`src/rtl/pipeline_ctrl_pkg.sv`:
```
// Shared definitions for the pipeline stall/flush sequencer and the datapath top.
// Holds the FSM state encoding, the hazard priority order and the control bundle.
package pipeline_ctrl_pkg;

  localparam int unsigned REG_IDX_W = 5;

  typedef enum logic [1:0] {
    ST_RUN        = 2'd0,
    ST_LOAD_STALL = 2'd1,
    ST_MEM_WAIT   = 2'd2
  } hz_state_e;

  // Higher value wins when several hazards are raised in one cycle.
  typedef enum logic [1:0] {
    PRI_NONE     = 2'd0,
    PRI_LOAD_USE = 2'd1,
    PRI_BRANCH   = 2'd2,
    PRI_MEM      = 2'd3
  } hz_pri_e;

  typedef struct packed {
    logic pc_hold;
    logic if_id_hold;
    logic if_id_flush;
    logic id_ex_bubble;
    logic pipe_freeze;
  } pipe_ctrl_t;

  function automatic hz_pri_e hz_priority(input logic mem_stall,
                                          input logic branch,
                                          input logic load_use);
    if (mem_stall)     return PRI_MEM;
    else if (branch)   return PRI_BRANCH;
    else if (load_use) return PRI_LOAD_USE;
    else               return PRI_NONE;
  endfunction

endpackage

```
`src/rtl/load_use_detect.sv`:
```
// Combinational load-use compare between the ID sources and the EX load target.
// x0 is never a real dependency, so a load into it raises nothing.
module load_use_detect
  import pipeline_ctrl_pkg::*;
(
  input  logic                 id_valid,
  input  logic [REG_IDX_W-1:0] id_rs1,
  input  logic [REG_IDX_W-1:0] id_rs2,
  input  logic                 id_rs1_used,
  input  logic                 id_rs2_used,
  input  logic                 ex_valid,
  input  logic                 ex_is_load,
  input  logic [REG_IDX_W-1:0] ex_rd,
  output logic                 hazard
);

  logic rs1_hit, rs2_hit;

  assign rs1_hit = id_rs1_used && (id_rs1 == ex_rd);
  assign rs2_hit = id_rs2_used && (id_rs2 == ex_rd);
  assign hazard  = ex_valid && ex_is_load && id_valid && (ex_rd != '0) && (rs1_hit || rs2_hit);

endmodule

```
`src/rtl/pipeline_hazard_ctrl.sv`:
```
// Stall/flush sequencer for the 5-stage pipeline: load-use bubbles, branch flushes,
// data-memory wait freeze with timeout abort, plus saturating stall/flush counters.
module pipeline_hazard_ctrl
  import pipeline_ctrl_pkg::*;
#(
  parameter int unsigned LOAD_STALL_CYCLES = 1,
  parameter int unsigned MEM_TIMEOUT       = 255,
  parameter int unsigned CNT_W             = 16
) (
  input  logic                 clk,
  input  logic                 rst,
  input  logic                 id_valid,
  input  logic [REG_IDX_W-1:0] id_rs1,
  input  logic [REG_IDX_W-1:0] id_rs2,
  input  logic                 id_rs1_used,
  input  logic                 id_rs2_used,
  input  logic                 ex_valid,
  input  logic                 ex_is_load,
  input  logic [REG_IDX_W-1:0] ex_rd,
  input  logic                 ex_branch_taken,
  input  logic                 mem_req,
  input  logic                 mem_ready,
  output logic                 pc_hold,
  output logic                 if_id_hold,
  output logic                 if_id_flush,
  output logic                 id_ex_bubble,
  output logic                 pipe_freeze,
  output logic                 mem_timeout,
  output logic [1:0]           state,
  output logic [CNT_W-1:0]     stall_cycles,
  output logic [CNT_W-1:0]     flush_events
);

  localparam int unsigned          WAIT_W      = $clog2(MEM_TIMEOUT + 1);
  localparam logic [1:0]           LOAD_RELOAD = 2'(LOAD_STALL_CYCLES - 1);
  localparam logic [WAIT_W-1:0]    WAIT_LIMIT  = WAIT_W'(MEM_TIMEOUT);

  logic              load_use, mem_stall, timeout_hit, mem_timeout_q;
  hz_pri_e           pri;
  hz_state_e         state_q, state_d;
  logic [1:0]        stall_cnt, stall_cnt_d;
  logic [WAIT_W-1:0] wait_cnt, wait_cnt_d;
  pipe_ctrl_t        ctrl;
  logic [CNT_W-1:0]  stall_cycles_q, flush_events_q;

  load_use_detect u_load_use_detect (
    .id_valid    (id_valid),
    .id_rs1      (id_rs1),
    .id_rs2      (id_rs2),
    .id_rs1_used (id_rs1_used),
    .id_rs2_used (id_rs2_used),
    .ex_valid    (ex_valid),
    .ex_is_load  (ex_is_load),
    .ex_rd       (ex_rd),
    .hazard      (load_use)
  );

  assign mem_stall = mem_req && !mem_ready;
  assign pri       = hz_priority(mem_stall, ex_branch_taken, load_use);

  always_comb begin
    ctrl        = '0;
    state_d     = state_q;
    stall_cnt_d = stall_cnt;
    wait_cnt_d  = wait_cnt;
    timeout_hit = 1'b0;
    case (state_q)
      ST_RUN: begin
        case (pri)
          PRI_MEM: begin
            ctrl.pc_hold     = 1'b1;
            ctrl.if_id_hold  = 1'b1;
            ctrl.pipe_freeze = 1'b1;
            state_d          = ST_MEM_WAIT;
            wait_cnt_d       = WAIT_W'(1);
          end
          PRI_BRANCH: begin
            ctrl.if_id_flush  = 1'b1;
            ctrl.id_ex_bubble = 1'b1;
          end
          PRI_LOAD_USE: begin
            ctrl.pc_hold      = 1'b1;
            ctrl.if_id_hold   = 1'b1;
            ctrl.id_ex_bubble = 1'b1;
            if (LOAD_STALL_CYCLES > 1) begin
              state_d     = ST_LOAD_STALL;
              stall_cnt_d = LOAD_RELOAD;
            end
          end
          default: ;
        endcase
      end
      ST_LOAD_STALL: begin
        // Remaining bubbles are parked while memory stalls and resumed afterwards.
        if (pri == PRI_MEM) begin
          ctrl.pc_hold     = 1'b1;
          ctrl.if_id_hold  = 1'b1;
          ctrl.pipe_freeze = 1'b1;
          state_d          = ST_MEM_WAIT;
          wait_cnt_d       = WAIT_W'(1);
        end else begin
          ctrl.pc_hold      = 1'b1;
          ctrl.if_id_hold   = 1'b1;
          ctrl.id_ex_bubble = 1'b1;
          stall_cnt_d       = stall_cnt - 2'd1;
          if (stall_cnt == 2'd1) state_d = ST_RUN;
        end
      end
      ST_MEM_WAIT: begin
        ctrl.pc_hold     = 1'b1;
        ctrl.if_id_hold  = 1'b1;
        ctrl.pipe_freeze = 1'b1;
        wait_cnt_d       = wait_cnt + WAIT_W'(1);
        if (mem_ready) begin
          state_d    = (stall_cnt != 2'd0) ? ST_LOAD_STALL : ST_RUN;
          wait_cnt_d = '0;
        end else if (wait_cnt == WAIT_LIMIT) begin
          // Abort: discard the younger instructions and restart from RUN.
          timeout_hit       = 1'b1;
          ctrl.if_id_flush  = 1'b1;
          ctrl.id_ex_bubble = 1'b1;
          state_d           = ST_RUN;
          stall_cnt_d       = '0;
          wait_cnt_d        = '0;
        end
      end
      default: state_d = ST_RUN;
    endcase
  end

  always_ff @(posedge clk) begin
    if (rst) begin
      state_q        <= ST_RUN;
      stall_cnt      <= '0;
      wait_cnt       <= '0;
      mem_timeout_q  <= 1'b0;
      stall_cycles_q <= '0;
      flush_events_q <= '0;
    end else begin
      state_q       <= state_d;
      stall_cnt     <= stall_cnt_d;
      wait_cnt      <= wait_cnt_d;
      mem_timeout_q <= mem_timeout_q | timeout_hit;
      if (ctrl.pc_hold && !(&stall_cycles_q))
        stall_cycles_q <= stall_cycles_q + CNT_W'(1);
      if (ctrl.if_id_flush && !(&flush_events_q))
        flush_events_q <= flush_events_q + CNT_W'(1);
    end
  end

  assign pc_hold      = ctrl.pc_hold;
  assign if_id_hold   = ctrl.if_id_hold;
  assign if_id_flush  = ctrl.if_id_flush;
  assign id_ex_bubble = ctrl.id_ex_bubble;
  assign pipe_freeze  = ctrl.pipe_freeze;
  assign mem_timeout  = mem_timeout_q;
  assign state        = state_q;
  assign stall_cycles = stall_cycles_q;
  assign flush_events = flush_events_q;

endmodule

```
`config.mk`:
```
export PLATFORM = sky130hd
export DESIGN_NAME = pipeline_hazard_ctrl
export DESIGN_NICKNAME = d
export VERILOG_FILES = /design/src/rtl/pipeline_ctrl_pkg.sv /design/src/rtl/load_use_detect.sv /design/src/rtl/pipeline_hazard_ctrl.sv
export SDC_FILE = /design/constraint.sdc
export NUM_CORES = 1
export LEC_CHECK = 0
export BUFFER_PORTS_ARGS = -buffer_cell sky130_fd_sc_hd__clkbuf_2
export CORE_ASPECT_RATIO = 1.4
export CORE_UTILIZATION = 50
export DETAILED_ROUTE_END_ITERATION = 10
export GPL_ROUTABILITY_DRIVEN = 0
export PLACE_DENSITY = 0.75
export SLEW_MARGIN = 20
export SYNTH_ARGS = -nofsm -noshare
export SYNTH_HDL_FRONTEND = slang
export SYNTH_SLANG_ARGS = --single-unit
```
`constraint.sdc`:
```
create_clock -name clk -period 5.6 [get_ports clk]
set_clock_uncertainty 0.05 [all_clocks]
set_input_delay 1.12 -clock clk [delete_from_list [all_inputs] [get_ports clk]]
set_output_delay 1.12 -clock clk [all_outputs]
set_load 0.005 [all_outputs]
```
==> results of run 1 <==
[flip-flops by register name (all words and copies together) (netlist names)]
| signal | count |
|---|---|
| flush_events | 16 |
| mem_timeout | 1 |
| stall_cnt | 2 |
| stall_cycles | 16 |
| state | 2 |
| wait_cnt | 8 |
[worst max-delay path, stage by stage]
cell,delay (ps)
clkbuf_2,120
xnor2_1,170
nand4_1,110
o22ai_1,340
nand2b_1,90
and2_1,180
inv_1,60
ha_1,240
inv_1,120
mux2i_2,410
clkbuf_2,200
[how the worst max path moves through the flow]
stage | from | end
floorplan | ex_rd[1] | id_ex_bubble
global placement | ex_rd[0] | pipe_freeze
detailed placement | ex_rd[1] | pipe_freeze
CTS | ex_rd[1] | pipe_freeze
global route | ex_rd[0] | pipe_freeze
finish | ex_rd[2] | pipe_freeze
[power by group through the flow]
stage	registers, mW	logic (mW)	clock network [mW]
finish	0.342	0.107	0.211
global route	0.344	0.121	0.231
CTS	0.342	0.108	0.218
detailed placement	0.350	0.107	0
global placement	0.349	0.106	0
floorplan	0.342	0.0854	0
[cell usage after synthesis, drive strengths merged, types with 5 or more instances]
library cell  number
a21oi             24
buf                5
clkbuf             5
dfxtp             45
ha                11
inv               15
nand2             25
nand2b             7
nand3             15
nand4             17
nor2              36
o21ai             20
or3               19
xnor2             15
xor2              14
[layout make-up]
class / count / share of cell area, %
clock buffers: 5 / 2.29
clock inverters: 3 / 0.834
inverters: 15 / 1.88
multi-input cells: 244 / 51.6
flip-flops and latches: 45 / 30.0
well taps: 64 / 2.67
repair buffers: 64 / 10.7
[per-layer routing]
layer  up-vias  GRT usage (%)
met5         -              0
met4         0           6.98
met3         7           3.93
met2        58           41.6
met1      1107           24.0
li1       1232              -
[through the flow]
| step | hold slack (ps) | std cells | total power, mW | utilization, % |
|---|---|---|---|---|
| after global placement | 400 | 432 | 0.455 | 59.5 |
| final | 410 | 440 | 0.661 | 61.5 |
| after CTS | 412 | 440 | 0.668 | 61.5 |
| after global routing | 451 | 440 | 0.696 | 61.5 |
| after floorplan | 392 | 314 | 0.428 | - |
| after detailed placement | 398 | 432 | 0.457 | 59.5 |
[cells by family after synthesis]
kind of cell,share of synthesized area (%)
AND/OR/NAND/NOR,29.2
flip-flops,35.0
multiplexers,2.14
XOR/XNOR,9.88
AO/OA/AOI/OAI,13.6
buffers and inverters,4.77
adder cells (fa/ha/maj),5.35
==> results by group, run 1 <==
STA
  – Setup ws final: 1270 ps
  – Fin crit period: 4330 ps
  – Max-slew violations: 0
  – Fin Setup TNS: 0 ps
  – Final hold violations: 0
  – Final Setup Violations: 0
  – Worst slew pin tran: 835 ps
  – Final Cycle Share: 77.4%
  – Relative max-transition margin: 44.3%
  – RSZ-0062 raised after global routing: false
  – Maximum clock rate: 231 MHz

Finish
  – Area of the multi-input gates: 1550 um2
  – FILL cells: 464
  – Layout cells sized above 1: 21.5%
  – Layout area overhead: 16.6%
  – Fin nets: 411
  – FF+latch area: 901 um2
  – N_diodes: 0
  – Commonest cells after routing, fill and taps aside: clkbuf_2 (64), dfxtp_1 (45), nor2_1 (36)
  – Commonest non-fill, non-tap cell in the layout: clkbuf_2
  – Finished Cell Area: 3000 um2

Synth
  – Main area contributors after synthesis: dfxtp_1 (35%), ha_1 (5.4%), nor2_1 (5.3%), xnor2_1 (5.1%), xor2_1 (4.8%)
  – Sequential area share after synthesis: 35.0%
  – Cell variety after synth: 48
  – Synth Warn #: 0
  – Mapped Nets: 350
  – Mapped Cells: 314
  – Synth Cell Area: 2570 um2
  – Top_reg_cell synth: dfxtp_1
  – Ys async rst share: 0%
  – Synthesized flop and latch total: 45
  – Largest area contributor in the netlist: dfxtp_1
  – EDFF count, synth: 0
  – Yosys top cell area share: 35.0%
  – Syn_area_per_cell: 8.19 um2

Clock network
  – Reg clk slew, reported paths: 90 ps
  – Clock root cell: clkbuf_8
  – Clock H-tree levels: 2
  – CTS tree: built
  – Num CTS Buffers: 5
  – Worst-skew pair later-pin latency: 310 ps
  – CTS-repair resized insts: 0
  – Clk buf depth: 2
  – Postcts setup bufs: 0
  – Sinks on Clock Net: 45
  – CTS Hold Bufs: 0

Power and ir drop
  – Clock power frac: 32.0%
  – Switch Pwr: 0.198 mW
  – Comb pwr share: 16.3%
  – P_int: 0.463 mW
  – PwrDens: 220 nW/um2
  – Leak: 1.18 nW
  – Sw Share: 29.9%
  – Worst vdd ir: 0.139 mV
  – Sequential power share: 51.7%

Global routing
  – Total GRT Usage: 21.7%
  – Vias in the first global route: 2,266
  – Initial antenna violation count: 0
  – Largest net degree at the start of global routing: 42
  – Global route overflow: 0
  – First-pass GRT wire length: 9.60 mm

Worst setup path
  – CP Launch Type: input pin
  – CP arrival: 3160 ps
  – Critical Path RT: 4430 ps
  – Reg2reg start: state[1]
  – R2R Setup Slk: 3220 ps
  – Worst r2r path cells: 8
  – Critical path fanouts, max: 10
  – Reg-to-reg endpoint: stall_cycles[1]
  – CP Class: in2out
  – Worst setup EP type: output pin

Routing
  – Met3 WL: 218 um
  – Drt first pass iters: 4
  – DR top layer: met4
  – Wl on met1: 2.38 mm
  – Avg WL per Cell: 12.7 um
  – Metal2 WL: 2.92 mm
  – Remaining DRCs: 0
  – Via count: 2,404
  – DRT antenna net count: 0
  – Detailed Route WL: 5.60 mm
  – Iter 0 DRT Violations: 97
  – Post-DR vias/cell: 5.46

Placement
  – Dpl ws: 1290 ps
  – HPWL after DPL: 4.14 mm
  – DP Area: 2910 um2
  – Port Buffers: 64

Floorplanning
  – Initial Util: 52.7%
  – Row cnt: 30
  – Core ar.: 4880 um2
  – Die W: 62.6 um
  – Die area: 5440 um2
  – Die H: 86.9 um
  – Num ports: 65

Status
  – Status: finished clean

Hold path
  – Hold path depth: 2
  – Hold_sp: mem_timeout
  – Hold endpoint: mem_timeout
  – Tightest Hold Check Type: reg2reg

Run
  – Max-cap viol count: 0
No activity file was read; power rests on OpenSTA's default activity.
==> inputs of run 2 (changes only) <==
- CORE_UTILIZATION: 50 -> 48
- clock period: 5.6 -> 3.5 ns (I/O delays scaled with it)
==> results by group, run 2 (synthesized netlist as in run 1, its figures left out) <==
Placement
  – Placed cells: 436
  – Dpl ws: 127 ps
  – HPWL after DPL: 4.17 mm
  – Port Buffers: 64
  – DP Area: 2920 um2

STA
  – Relative max-transition margin: 43.1%
  – Worst slew pin tran: 853 ps
  – Fin Setup TNS: 0 ps
  – Setup ws final: 163 ps
  – Fin crit period: 3340 ps
  – Maximum clock rate: 300 MHz
  – Final Setup Violations: 0
  – Final Cycle Share: 95.4%
  – Final hold violations: 0
  – RSZ-0062 raised after global routing: false
  – Max-slew violations: 0

Worst setup path
  – CP Launch Type: input pin
  – CP Class: in2out
  – Worst setup EP type: output pin
  – Cell mode on critical path: clkbuf_2
  – Crit-path cells: clkbuf_2 -> or4_1 -> o21ai_2 -> nand2b_1 -> and2_1 -> inv_1 -> ha_1 -> inv_2 -> a22oi_1 -> a21oi_1 -> clkbuf_2
  – Crit-path slowest cell: or4_1
  – Critical path fanouts, max: 6
  – Critical Path Max Stage Delay: 550 ps
  – Critical Path RT: 2750 ps
  – CP arrival: 2590 ps

Global routing
  – Vias in the first global route: 2,165
  – Total GRT Usage: 20.2%
  – Initial antenna violation count: 0
  – Global route overflow: 0
  – First-pass GRT wire length: 9.21 mm
  – Largest net degree at the start of global routing: 42

Routing
  – Via count: 2,429
  – Drt first pass iters: 4
  – Avg WL per Cell: 12.7 um
  – DRT antenna net count: 0
  – Post-DR vias/cell: 5.47
  – Detailed Route WL: 5.63 mm
  – Remaining DRCs: 0
  – Iter 0 DRT Violations: 124

Floorplanning
  – Core ar.: 5160 um2
  – Die W: 63.9 um
  – Die area: 5660 um2
  – Die H: 88.6 um
  – Initial Util: 49.8%
  – Num ports: 65
  – Row cnt: 31

Clock network
  – CTS tree: built
  – Clock H-tree levels: 2
  – Worst-skew pair later-pin latency: 300 ps
  – CTS Hold Bufs: 0
  – Clk buf depth: 2
  – Num CTS Buffers: 5
  – Postcts setup bufs: 0
  – Clock root cell: clkbuf_8
  – Reg clk slew, reported paths: 80 ps
  – Sinks on Clock Net: 45

Finish
  – Layout area overhead: 17.6%
  – Commonest non-fill, non-tap cell in the layout: clkbuf_2
  – Layout cells sized above 1: 22.2%
  – Finished Cell Area: 3020 um2
  – Fin nets: 413
  – Commonest cells after routing, fill and taps aside: clkbuf_2 (64), dfxtp_1 (45), nor2_1 (36)
  – Final cell count without fillers: 444
  – Final core occ: 58.6%
  – N_diodes: 0

Status
  – Status: finished clean

Power and ir drop
  – PwrDens: 355 nW/um2
  – Leak: 1.20 nW
  – Worst vdd ir: 0.276 mV

Hold path
  – Tightest Hold Check Type: reg2reg

Run
  – Max-cap viol count: 0
## run 2: cell count changes in the layout (fill, tap and decap cells not counted)
cell and change:
buf_4 +2, clkbuf_8 +2, clkinv_2 +1, clkinv_4 -1, clkinvlp_4 -1, inv_1 -1
inv_2 +1, inv_6 -1
## run 2: worst max-delay path, delay by kind of cell
family | cells | cell delay (ps)
AO/OA/AOI/OAI | 3 | 420
buffers and inverters | 4 | 400
adder cells (fa/ha/maj) | 1 | 260
AND/OR/NAND/NOR | 3 | 810
## run 2: final timing paths
kind | from | endpoint | slack, ps | cells past startpoint
setup / recovery | ex_rd[1] | id_ex_bubble | 160 | 11
hold / removal | mem_timeout | mem_timeout | 420 | 2
setup reg to reg | state[1] | stall_cycles[1] | 1090 | 8
hold reg to reg | mem_timeout | mem_timeout | 420 | 2
## run 2: what timing repair did
item,in CTS,in global routing
setup endpoints to repair,0,1
hold endpoints to repair,0,0
resized for setup,0,1
## run 2: metal layers
layer | vias up | track usage (%) | part of all wire, % | wire length, um
met3 | 7 | 3.99 | 3.9 | 221
li1 | 1235 | - | - | -
met4 | 0 | 6.61 | 1.2 | 70
met1 | 1129 | 22.4 | 42 | 2370
met2 | 58 | 38.3 | 53 | 2970
met5 | - | 0 | 0 | 0
## run 2: power by group
group          total [mW]  switching [mW]  leakage (nW)  internal, mW
registers           0.547          0.0226         0.363         0.524
logic               0.177           0.102         0.786        0.0754
clock network       0.350           0.172        0.0542         0.179
total                1.07           0.296          1.20         0.778
## run 2: layout make-up
type                    instances  area, um2
flip-flops and latches         45        901
well taps                      66       82.6
fillers                       489       2130
clock inverters                 1       5.00
clock buffers                   7       96.3
multi-input cells             244       1550
inverters                      15       56.3
repair buffers                 66        335
## run 2: metrics by stage
| stage | hold WS, ps | power [mW] |
|---|---|---|
| final | 416 | 1.07 |
| after global routing | 432 | 1.13 |
| after CTS | 418 | 1.09 |
| after detailed placement | 406 | 0.735 |
| after global placement | 400 | 0.730 |
| after floorplan | 392 | 0.684 |
